## src/rtl/exibe_jogada.sv

```systemverilog
// Timed playback of one move on the RGB LED: show the latched one-hot code for
// T_ON cycles, blank for T_OFF cycles, then pulse fim for one cycle.
module exibe_jogada #(
  parameter int T_ON  = 500,
  parameter int T_OFF = 250,
  parameter int CW    = 16
) (
  input  logic       clock,
  input  logic       reset,
  input  logic       iniciar,
  input  logic [3:0] codigo_in,
  output logic [3:0] codigo_out,
  output logic       ocupado,
  output logic       fim,
  output logic       rejeitado
);

  localparam logic [1:0] OCIOSO  = 2'd0;
  localparam logic [1:0] ACESO   = 2'd1;
  localparam logic [1:0] APAGADO = 2'd2;
  localparam logic [1:0] FIM     = 2'd3;

  localparam logic [CW-1:0] ON_ULTIMO  = CW'(T_ON - 1);
  localparam logic [CW-1:0] OFF_ULTIMO = (T_OFF > 0) ? CW'(T_OFF - 1) : '0;

  logic [1:0]    r_estado;
  logic [1:0]    w_prox_estado;
  logic [CW-1:0] r_contador;
  logic [3:0]    r_codigo;
  logic          r_rejeitado;
  logic          w_valido;
  logic          w_aceita;

  // Exactly one bit set: non-zero and clearing the lowest set bit leaves zero.
  assign w_valido = (codigo_in != 4'b0000) && ((codigo_in & (codigo_in - 4'd1)) == 4'b0000);
  assign w_aceita = (r_estado == OCIOSO) && iniciar && w_valido;

  always_comb begin
    // NOTE: default first so every path assigns w_prox_estado and no latch is inferred.
    w_prox_estado = r_estado;
    case (r_estado)
      OCIOSO:  if (w_aceita) w_prox_estado = ACESO;
      ACESO:   if (r_contador == ON_ULTIMO) w_prox_estado = (T_OFF > 0) ? APAGADO : FIM;
      APAGADO: if (r_contador == OFF_ULTIMO) w_prox_estado = FIM;
      FIM:     w_prox_estado = OCIOSO;
      default: w_prox_estado = OCIOSO;
    endcase
  end

  // NOTE: all state uses non-blocking assignments so every register samples pre-edge values.
  always_ff @(posedge clock) begin
    if (reset) begin
      r_estado    <= OCIOSO;
      r_contador  <= '0;
      r_codigo    <= 4'b0000;
      r_rejeitado <= 1'b0;
    end else begin
      r_estado    <= w_prox_estado;
      r_rejeitado <= (r_estado == OCIOSO) && iniciar && !w_valido;
      // Counter restarts on every state change, so it never needs to wrap.
      if (r_estado == OCIOSO || w_prox_estado != r_estado)
        r_contador <= '0;
      else
        r_contador <= r_contador + CW'(1);
      if (w_aceita)
        r_codigo <= codigo_in;
    end
  end

  assign codigo_out = (r_estado == ACESO) ? r_codigo : 4'b0000;
  assign ocupado    = (r_estado == ACESO) || (r_estado == APAGADO);
  assign fim        = (r_estado == FIM);
  assign rejeitado  = r_rejeitado;

endmodule

```

## config.mk

```make
export PLATFORM = sky130hd
export DESIGN_NAME = exibe_jogada
export DESIGN_NICKNAME = d
export VERILOG_FILES = /design/src/rtl/exibe_jogada.sv
export SDC_FILE = /design/constraint.sdc
export NUM_CORES = 1
export LEC_CHECK = 0
export ABC_AREA = 1
export BUFFER_PORTS_ARGS = -buffer_cell sky130_fd_sc_hd__buf_2
export CORE_MARGIN = 2
export CORE_UTILIZATION = 33
export DETAILED_ROUTE_END_ITERATION = 8
export GPL_ROUTABILITY_DRIVEN = 0
export HOLD_SLACK_MARGIN = 0.15
export PLACE_DENSITY = 0.58
export SLEW_MARGIN = 30
export SYNTH_ARGS = -nofsm -noshare
export SYNTH_HDL_FRONTEND = slang
export SYNTH_SLANG_ARGS = --single-unit
```

## constraint.sdc

```tcl
create_clock -name clock -period 4.9 [get_ports clock]
set_clock_uncertainty 0.2 [all_clocks]
set_input_delay 1.225 -clock clock [delete_from_list [all_inputs] [get_ports clock]]
set_output_delay 1.225 -clock clock [all_outputs]
set_load 0.02 [all_outputs]
```

* Yosys cells after proc, flatten, opt, wreduce, memory -nomap -nowiden
Index checks and enable logic that the tools add are counted.
Storage, ports and cells: bits in registers 23, input port bits 7, output and inout port bits 7, logic and storage cells 29
Cells by class: add/subtract/negate cells 2, eq/ne operators 6, muxes and demuxes 5, bitwise logic cells 1, reductions and logical operators 11
Operators by type and width (count):
- adder 16 x 1 -> 16 bit, second input constant | 1
- equality test 16 x 8 -> 1 bit, second input constant | 1
- equality test 16 x 9 -> 1 bit, second input constant | 1
- one-hot mux 2 bit (4 select lines) | 1
- 2-to-1 mux 2 bit | 3
- bitwise AND 4 bit | 1
- equality test 2 bit, second input constant | 2
- logical AND 1 bit | 4
- logical NOT 4 bit | 1
- 2-to-1 mux 4 bit | 1
- nonzero test 4 bit | 1
- subtractor 4 x 1 -> 4 bit, second input constant | 1
- equality test 2 x 1 -> 1 bit, second input constant | 1
- logical NOT 2 bit | 1
- logical OR 1 bit | 2
- != test 2 bit | 1
- OR reduction 2 bit | 1
- logical NOT 1 bit | 1

* Logic depth before layout (Yosys ltp)
Gate-level depths: netlist of run 1.
word-level depth 10, depth in mapped cells 15, depth with buffers taken out 14

* Worst setup path after synthesis of run 1
No wires, ideal clock.
path type input-to-reg, start point input codigo_in[3], end point register r_contador[15], library setup time 117 ps, arrival 2282 ps, data required time 4583 ps, slack 2302 ps, stages on the path 12, buffers on the path 1, cells stage by stage or2_4 -> nand2_2 -> o21ai_2 -> nand3b_4 -> o21ai_2 -> inv_2 -> nand2_1 -> nand2_1 -> nand2_1 -> nand2_4 -> buf_6 -> nor2_2
On the way: longest elaborated chain between the ends 10, elaborated cells on any way between the ends 11, those cells by class add/sub (1); eq/ne (1); mux (2); bitwise (1); reduce/logical (6)
RTL lines:
- start, declared | line 11 | input logic [3:0] codigo_in,
- subtractor 4 x 1 -> 4 bit | line 35 | assign w_valido = (codigo_in != 4'b0000) && ((codigo_in & (codigo_in - 4'd1)) == 4'b0000);
- bitwise AND 4 bit | line 35
- logical NOT 4 bit | line 35
- logical AND 1 bit * | line 35
- logical AND 1 bit * | line 36 | assign w_aceita = (r_estado == OCIOSO) && iniciar && w_valido;
- 2-to-1 mux 2 bit * | line 42 | OCIOSO: if (w_aceita) w_prox_estado = ACESO;
- one-hot mux 2 bit (4 select lines) * | line 41 | case (r_estado)
- != test 2 bit * | line 61 | if (r_estado == OCIOSO || w_prox_estado != r_estado)
- logical OR 1 bit * | line 61
- OR reduction 2 bit (no source line) *
- end signal, assigned | line 64 | r_contador <= r_contador + CW'(1);
- end, declared | line 28 | logic [CW-1:0] r_contador;
Mark *: on every way between the ends. The rest lies on a longest branch, timed or not. A chain may end at the register's enable or synchronous reset.

* Final worst setup path of run 1
start point register r_estado[1], end point output codigo_out[0]
On the way: longest elaborated chain between the ends 2
RTL lines:
- start, declared | line 26 | logic [1:0] r_estado;
- start signal, assigned | line 58 | r_estado <= w_prox_estado;
- equality test 2 x 1 -> 1 bit | line 70 | assign codigo_out = (r_estado == ACESO) ? r_codigo : 4'b0000;
- 2-to-1 mux 4 bit | line 70
- end, declared | line 12 | output logic [3:0] codigo_out,
Every way passes these cells.

==> reports/metrics.cfg, run 1 <==
[run_status]
outcome = completed

[floorplanning]
design.die.area_mm2 = 0.00463
core_mm2 = 0.00397
ios = 14
row_count = 23
die_y_um = 68.0
dieWidth_um = 68.0
start_util_pct = 34.1

[cts]
cts_resized = 0
htreeDepth = 1
root_buffer = clkbuf_8
cts_tree = yes
cts.reportedPaths.clkPinSlew_ps = 80
hold_buffers = 0
cts_max_path_buffers = 2
cts_buffers = 3
insertion_delay_ps = 260
post_cts_buffers = 0
cts.sinks = 23

[timing]
hold_viol_final = 0
fin_crit_sh_pct = 57.0
finalSetupViolations = 0
fmax_mhz = 358
worst_pin_slew_ps = 309
min_period_ps = 2790
rsz0062_at_grt = false
setup_tns_ps = 0
finalMaxSlewViolations = 0
slew_headroom_pct = 79.2

[pwr]
clkPwrFrac_pct = 28.9
p_switching_mw = 0.122
sw_frac_of_total_pct = 30.2
power.density_mw_per_mm2 = 268
p_int_mw = 0.283
irDropWorstVdd_mv = 0.169
power_frac_seq_pct = 49.7
p_leak_nw = 0.679
p_comb_share_pct = 21.5

[drt]
routed_wl_um = 2260
drtIter0Drc = 20
dr.pass1.iters = 4
detail_route.wl_per_cell_um = 9.23
ant_nets = 0
drc_errors = 0
via_per_inst = 4.22
vias = 1035

[setup_path]
endpoint = codigo_out[0]
crit_fanout = 6
rrSetupSlack_ps = 2860
criticalPathCategory = reg2out
crit_arrival_ps = 1370
r2r_end = r_contador[1]$_SDFF_PP0_
required_ps = 3470
end_kind = output pin
timing.rr.start = r_estado[0]$_SDFF_PP0_
cp-start-kind = flip-flop
r2r_cells = 11
startpoint = r_estado[1]$_SDFF_PP0_

[logic_synthesis]
syn_avg_cell_area_um2 = 7.51
seq_area_frac_synth_pct = 34.0
ys_ff_latch = 23
ys_types = 29
syn_nets = 193
synth_warnings = 0
synth_area_mm2 = 0.00135
synthCells = 180

[global_route]
grt_max_degree = 17
antenna_found_initial = 0
grt_pass1_vias = 945
grt.total_usage_pct = 11.2
grt_remaining_overflow = 0
grt_first_pass_wirelength_um = 4000

[placement]
portBuffers = 13
dp_hpwl_um = 1800
placedCellCount = 241

[final_layout]
final_common_cell = nand2_1
drive_gt1_share_pct = 24.6
antenna_cells = 0
stdcell_count = 245
syn2layout_area_growth_pct = 11.7
nFillCells = 424
nNetsFinal = 209
final_cell_mix = nand2_1, nor2_1, inv_1, dfxtp_1

[worst_hold_path]
hold_path_class = reg2reg

[job]
cap_violations = 0

[sequential cells by signal, summed over array words and instances (netlist names)]
| name | count |
|---|---|
| r_estado | 2 |
| r_codigo | 4 |
| rejeitado | 1 |
| r_contador | 16 |
[critical path, stage by stage (launching register included)]
cell,delay (ps)
dfxtp_1,430
inv_1,140
ha_1,270
nand2_1,90
inv_1,40
buf_2,150
[cells by family after synthesis]
group / Yosys count / share of synthesized area, %
AOI/OAI and AO/OA: 7 / 4.44
xor gates and xnor gates: 13 / 8.42
adders and majority gates: 6 / 5.55
buffers and inverters: 30 / 8.88
DFF: 23 / 34.0
muxes: 4 / 2.96
and+or+nand+nor: 97 / 35.7
[final cells by class]
class	instances	area, um^2	area share (%)
multi-input cells	127	772	51.1
inverters	28	105	6.96
clock buffers	4	45.0	2.98
flip-flops and latches	23	460	30.5
repair buffers	13	65.1	4.31
well taps	50	62.6	4.14
[worst min-delay path by stage]
| stage | startpoint | end | slack [ps] | cells after the start |
|---|---|---|---|---|
| 6_report | r_contador[0]$_SDFF_PP0_ | r_contador[0]$_SDFF_PP0_ | 310 | 1 |
| 5_1_grt | r_codigo[1]$_SDFFE_PP0P_ | r_codigo[1]$_SDFFE_PP0P_ | 340 | 2 |
| 3_5_place_dp | r_codigo[2]$_SDFFE_PP0P_ | r_codigo[2]$_SDFFE_PP0P_ | 300 | 2 |
| 2_1_floorplan | r_contador[0]$_SDFF_PP0_ | r_contador[0]$_SDFF_PP0_ | 250 | 1 |
| 4_1_cts | r_codigo[2]$_SDFFE_PP0P_ | r_codigo[2]$_SDFFE_PP0P_ | 320 | 2 |
| 3_3_place_gp | r_codigo[2]$_SDFFE_PP0P_ | r_codigo[2]$_SDFFE_PP0P_ | 280 | 2 |
[cell usage after synthesis, drive strengths merged]
| master | n | area, um^2 |
|---|---|---|
| a211oi | 1 | 7.51 |
| a21oi | 2 | 21.3 |
| buf | 2 | 15.0 |
| dfxtp | 23 | 460 |
| ha | 6 | 75.1 |
| inv | 28 | 105 |
| mux2i | 4 | 40.0 |
| nand2 | 41 | 174 |
| nand3 | 6 | 40.0 |
| nand3b | 2 | 27.5 |
| nand4 | 2 | 12.5 |
| nor2 | 41 | 186 |
| nor3 | 2 | 15.0 |
| nor3b | 1 | 12.5 |
| nor4 | 1 | 6.26 |
| o21ai | 4 | 31.3 |
| or2 | 1 | 8.76 |
| xnor2 | 5 | 43.8 |
| xor2 | 8 | 70.1 |
[layer usage]
layer,routed length [um],track usage [%]
met3,97,3.78
met1,1120,14.9
met4,8,1.50
met2,1030,18.0
met5,0,0
[power groups by stage]
stage	combinational [mW]	sequential [mW]	clock, mW
2_1_floorplan	0.0726	0.205	0
3_3_place_gp	0.0872	0.206	0
3_5_place_dp	0.0882	0.206	0
4_1_cts	0.0883	0.201	0.126
5_1_grt	0.0970	0.202	0.133
6_report	0.0869	0.201	0.117
[per-stage QoR]
step	instance area (um^2)	util (%)	setup WS [ps]	total power, mW	hold slack (ps)
floorplan	1350	-	2300	0.278	255
finish	1510	38.0	2110	0.405	314
global placement	1470	36.9	2140	0.293	282
CTS	1510	38.0	2090	0.416	317
detailed placement	1470	36.9	2100	0.294	297
global route	1510	38.0	2000	0.433	342
Note: power is estimated with default switching activity, not from simulation.
==> run 2, diff against run 1 <==
PLACE_DENSITY = 0.6   (was 0.58)
clock period = 2.3 ns   (was 4.9 ns; I/O delays follow)
==> reports/metrics.cfg, run 2 (synthesized netlist as in run 1, its figures left out) <==
[drt]
ant_nets = 0
dr.pass1.iters = 4
drc_errors = 0
drtIter0Drc = 46
routed_wl_um = 2250
vias = 1043
via_per_inst = 4.22
detail_route.wl_per_cell_um = 9.09

[cts]
root_buffer = clkbuf_8
post_cts_buffers = 0
cts_buffers = 3
cts.reportedPaths.clkPinSlew_ps = 80
cts_tree = yes
insertion_delay_ps = 260
cts_max_path_buffers = 2
cts_resized = 0
htreeDepth = 1
hold_buffers = 0
cts.sinks = 23

[floorplanning]
dieWidth_um = 68.0
ios = 14
design.die.area_mm2 = 0.00463
row_count = 23
core_mm2 = 0.00397
start_util_pct = 34.1
die_y_um = 68.0

[global_route]
grt.total_usage_pct = 11.4
grt_remaining_overflow = 0
antenna_found_initial = 0
grt_pass1_vias = 993
grt_first_pass_wirelength_um = 4070
grt_max_degree = 17

[final_layout]
nNetsFinal = 211
antenna_cells = 0
final_cell_mix = nand2_1, nor2_1, inv_1, dfxtp_1
multiInputGateArea_um2 = 772
final_common_cell = nand2_1
stdcell_count = 247
ff_latch_area_um2 = 460
largest_reg_flops = 16
reg.largest.list = r_contador: 16 flops, r_codigo: 4 flops, r_estado: 2 flops
syn2layout_area_growth_pct = 12.8
largest-register = r_contador
nFillCells = 436
drive_gt1_share_pct = 25.4

[setup_path]
criticalPathCategory = reg2out
cp_top_family = buffers and inverters
rrSetupSlack_ps = 350
crit_arrival_ps = 1290
cp-start-kind = flip-flop
path_buf_inv = 3
required_ps = 1520
max_stage_delay_ps = 320
crit_fanout = 6
end_kind = output pin
critPathSlowestCell = dfxtp_1
path_cells = inv_1 > ha_1 > nand2_1 > inv_1 > buf_2
path_common_cell = inv_1

[placement]
placedCellCount = 243
portBuffers = 13
dp_hpwl_um = 1700
detailedPlace.worstSlack_ps = 148

[worst_hold_path]
hold_path_class = reg2reg

[pwr]
p_leak_nw = 0.690
p_switching_mw = 0.266
irDropWorstVdd_mv = 0.268
sw_frac_of_total_pct = 30.4
clkPwrFrac_pct = 29.1
power_frac_seq_pct = 48.2
power_mw = 0.874
p_int_mw = 0.609
power.density_mw_per_mm2 = 573
p_comb_share_pct = 22.7

[timing]
setup_tns_ps = 0
worst_pin_slew_ps = 289
finalMaxSlewViolations = 0
fin_crit_sh_pct = 89.7
min_period_ps = 2060
rsz0062_at_grt = false
hold_viol_final = 0
fmax_mhz = 484
slew_headroom_pct = 80.6
finalSetupViolations = 0
hold_slack_ps = 297
setup_slack_ps = 236

[job]
cap_violations = 0

[run_status]
outcome = completed

run 2: cell count changes in the layout (fill, tap and decap cells not counted), sizes merged:
cell	before	now
buf	13	15
run 2: power by group through the flow:
stage	Clock, mW	Sequential (mW)	Combinational (mW)
after global routing	0.283	0.424	0.227
after global placement	0	0.431	0.200
after floorplan	0	0.437	0.155
final	0.255	0.422	0.198
after detailed placement	0	0.431	0.201
after CTS	0.272	0.422	0.202
run 2: layer usage:
| metal | up-vias | wire length, um | global-route usage, % |
|---|---|---|---|
| met4 | 0 | 12 | 2.25 |
| li1 | 577 | - | - |
| met5 | - | 0 | 0 |
| met3 | 2 | 92 | 4.11 |
| met2 | 16 | 1040 | 19.7 |
| met1 | 448 | 1100 | 13.7 |
run 2: area by class of cell:
class	instances	share of cell area, %
timing repair buffer	15	5.25
multi-input combinational	127	50.6
sequential	23	30.2
clock buffer	4	2.95
tap	50	4.10
inverter	28	6.89
run 2: path summary, 6_finish.rpt:
check / to / cells past startpoint / from
worst min-delay path: r_contador[0]$_SDFF_PP0_ / 1 / r_contador[0]$_SDFF_PP0_
worst min register to register: r_contador[0]$_SDFF_PP0_ / 1 / r_contador[0]$_SDFF_PP0_
worst max-delay path: codigo_out[0] / 5 / r_estado[1]$_SDFF_PP0_
worst max register to register: r_contador[14]$_SDFF_PP0_ / 11 / r_contador[0]$_SDFF_PP0_
run 2: worst register-to-register path, cell delays in order, from the launching register on:
cell	delay (ps)
dfxtp_1	420
ha_1	230
inv_1	60
nor2_2	130
nand2_1	110
nor2_1	100
nand2_1	100
nor2_2	130
nand4_1	110
xnor2_1	150
inv_1	60
nor2_2	90
run 2: per-stage QoR:
step | utilization (%) | cell area (um^2)
floorplan | - | 1350
global placement | 37.3 | 1480
detailed placement | 37.3 | 1480
CTS | 38.4 | 1530
global route | 38.4 | 1530
finish | 38.4 | 1530
==> run 3, diff against run 2 <==
CELL_PAD_IN_SITES_DETAIL_PLACEMENT = 1   (was unset)
CELL_PAD_IN_SITES_GLOBAL_PLACEMENT = 2   (was unset)
CORE_UTILIZATION = 30   (was 33)
PLACE_DENSITY = 0.82   (was 0.6)
==> reports/metrics.cfg, run 3 (synthesized netlist as in run 1, its figures left out) <==
[timing]
rsz0062_at_grt = false
setup_tns_ps = 0
setup_slack_ps = 178
min_period_ps = 2120
worst_pin_slew_ps = 302
fin_crit_sh_pct = 92.2
finalMaxSlewViolations = 0
slew_headroom_pct = 79.7
finalSetupViolations = 0
fmax_mhz = 471
hold_viol_final = 0

[global_route]
grt_first_pass_wirelength_um = 5170
grt_pass1_vias = 1175
grt_remaining_overflow = 0
antenna_found_initial = 0
grt_max_degree = 17
grt.total_usage_pct = 12.5

[pwr]
power_mw = 0.884
irDropWorstVdd_mv = 0.401
power.density_mw_per_mm2 = 575
p_leak_nw = 0.696

[floorplanning]
row_count = 24
die_y_um = 71.1
design.die.area_mm2 = 0.00506
dieWidth_um = 71.1
core_mm2 = 0.00435
start_util_pct = 31.1
ios = 14

[final_layout]
largest_reg_flops = 16
antenna_cells = 0
final_cell_mix = nand2_1, nor2_1, inv_1, dfxtp_1
final_common_cell = nand2_1
largest-register = r_contador
syn2layout_area_growth_pct = 13.8
drive_gt1_share_pct = 26.8
nNetsFinal = 212
reg.largest.list = r_contador: 16 flops, r_codigo: 4 flops, r_estado: 2 flops
nFillCells = 558
stdcell_count = 250

[cts]
root_buffer = clkbuf_8
cts_buffers = 3
hold_buffers = 0
htreeDepth = 1
cts_tree = yes
insertion_delay_ps = 260
cts.sinks = 23
cts.reportedPaths.clkPinSlew_ps = 80
cts_max_path_buffers = 2
post_cts_buffers = 0

[drt]
routed_wl_um = 2700
vias = 1110
drc_errors = 0
via_per_inst = 4.44
detail_route.wl_per_cell_um = 10.8
ant_nets = 0
dr.pass1.iters = 4
drtIter0Drc = 37

[setup_path]
end_kind = output pin
required_ps = 1520
max_stage_delay_ps = 370
path_buf_inv = 3
crit_arrival_ps = 1350
crit_fanout = 6
path_common_cell = inv_1
path_cells = inv_1 > ha_2 > nand2_1 > inv_1 > buf_2
criticalPathCategory = reg2out
critPathSlowestCell = dfxtp_1
cp-start-kind = flip-flop
cp_top_family = flip-flops

[placement]
detailedPlace.worstSlack_ps = 116
placedCellCount = 246
dp_hpwl_um = 2140
portBuffers = 13

[job]
cap_violations = 0

[run_status]
outcome = completed

[worst_hold_path]
hold_path_class = reg2reg

[run 3: changes by cell type in the layout (fill, tap and decap cells not counted), sizes merged]
cell,delta
buf,+1
clkinv,+1
clkbuf,-1
[run 3: what timing repair did]
item / in CTS / in global routing
gates resized for setup: 0 / 1
hold endpoints to repair: 0 / 0
endpoints found under the setup margin: 0 / 1
[run 3: final timing paths]
path,start,to,slack (ps),depth (start not counted)
setup reg to reg,r_estado[1]$_SDFF_PP0_,r_contador[5]$_SDFF_PP0_,270,11
setup / recovery,r_estado[1]$_SDFF_PP0_,codigo_out[2],180,5
hold reg to reg,r_codigo[2]$_SDFFE_PP0P_,r_codigo[2]$_SDFFE_PP0P_,310,2
hold / removal,r_codigo[2]$_SDFFE_PP0P_,r_codigo[2]$_SDFFE_PP0P_,310,2
[run 3: per-layer routing]
metal	share of wire, %	vias to the layer above	global-route usage [%]
li1	-	582	-
met1	50	510	15.5
met2	46	14	21.6
met3	3.4	4	3.56
met4	0.59	0	2.52
met5	0	-	0
[run 3: stage by stage]
step	instance area, um^2	util, %	hold WS [ps]
floorplan	1350	-	255
global placement	1490	34.2	282
detailed placement	1490	34.2	297
CTS	1540	35.3	319
global route	1540	35.3	352
finish	1540	35.3	313
[run 3: cell type report]
| cell class | instances | area (um^2) | share of cell area (%) |
|---|---|---|---|
| Multi-Input combinational cell | 127 | 774 | 50.3 |
| Sequential cell | 23 | 460 | 29.9 |
| Inverter | 28 | 105 | 6.83 |
| Timing Repair Buffer | 16 | 87.6 | 5.69 |
| Tap cell | 52 | 65.1 | 4.23 |
| Clock buffer | 3 | 41.3 | 2.68 |
| Clock inverter | 1 | 5.00 | 0.325 |
[run 3: worst reg2reg max path: stages (launching register included)]
cell	delay, ps
dfxtp_1	430
inv_1	140
ha_1	250
nand2_1	100
nand3b_4	190
o21ai_2	80
inv_2	70
nand2_1	50
nand2_1	50
nand2_1	70
nand2_4	230
nor2_1	70
[run 3: report_power, final]
part / switching, mW / internal, mW / total, mW
clock: 0.136 / 0.121 / 0.257
sequential: 0.0109 / 0.413 / 0.424
combinational: 0.130 / 0.0742 / 0.204
total: 0.276 / 0.608 / 0.884
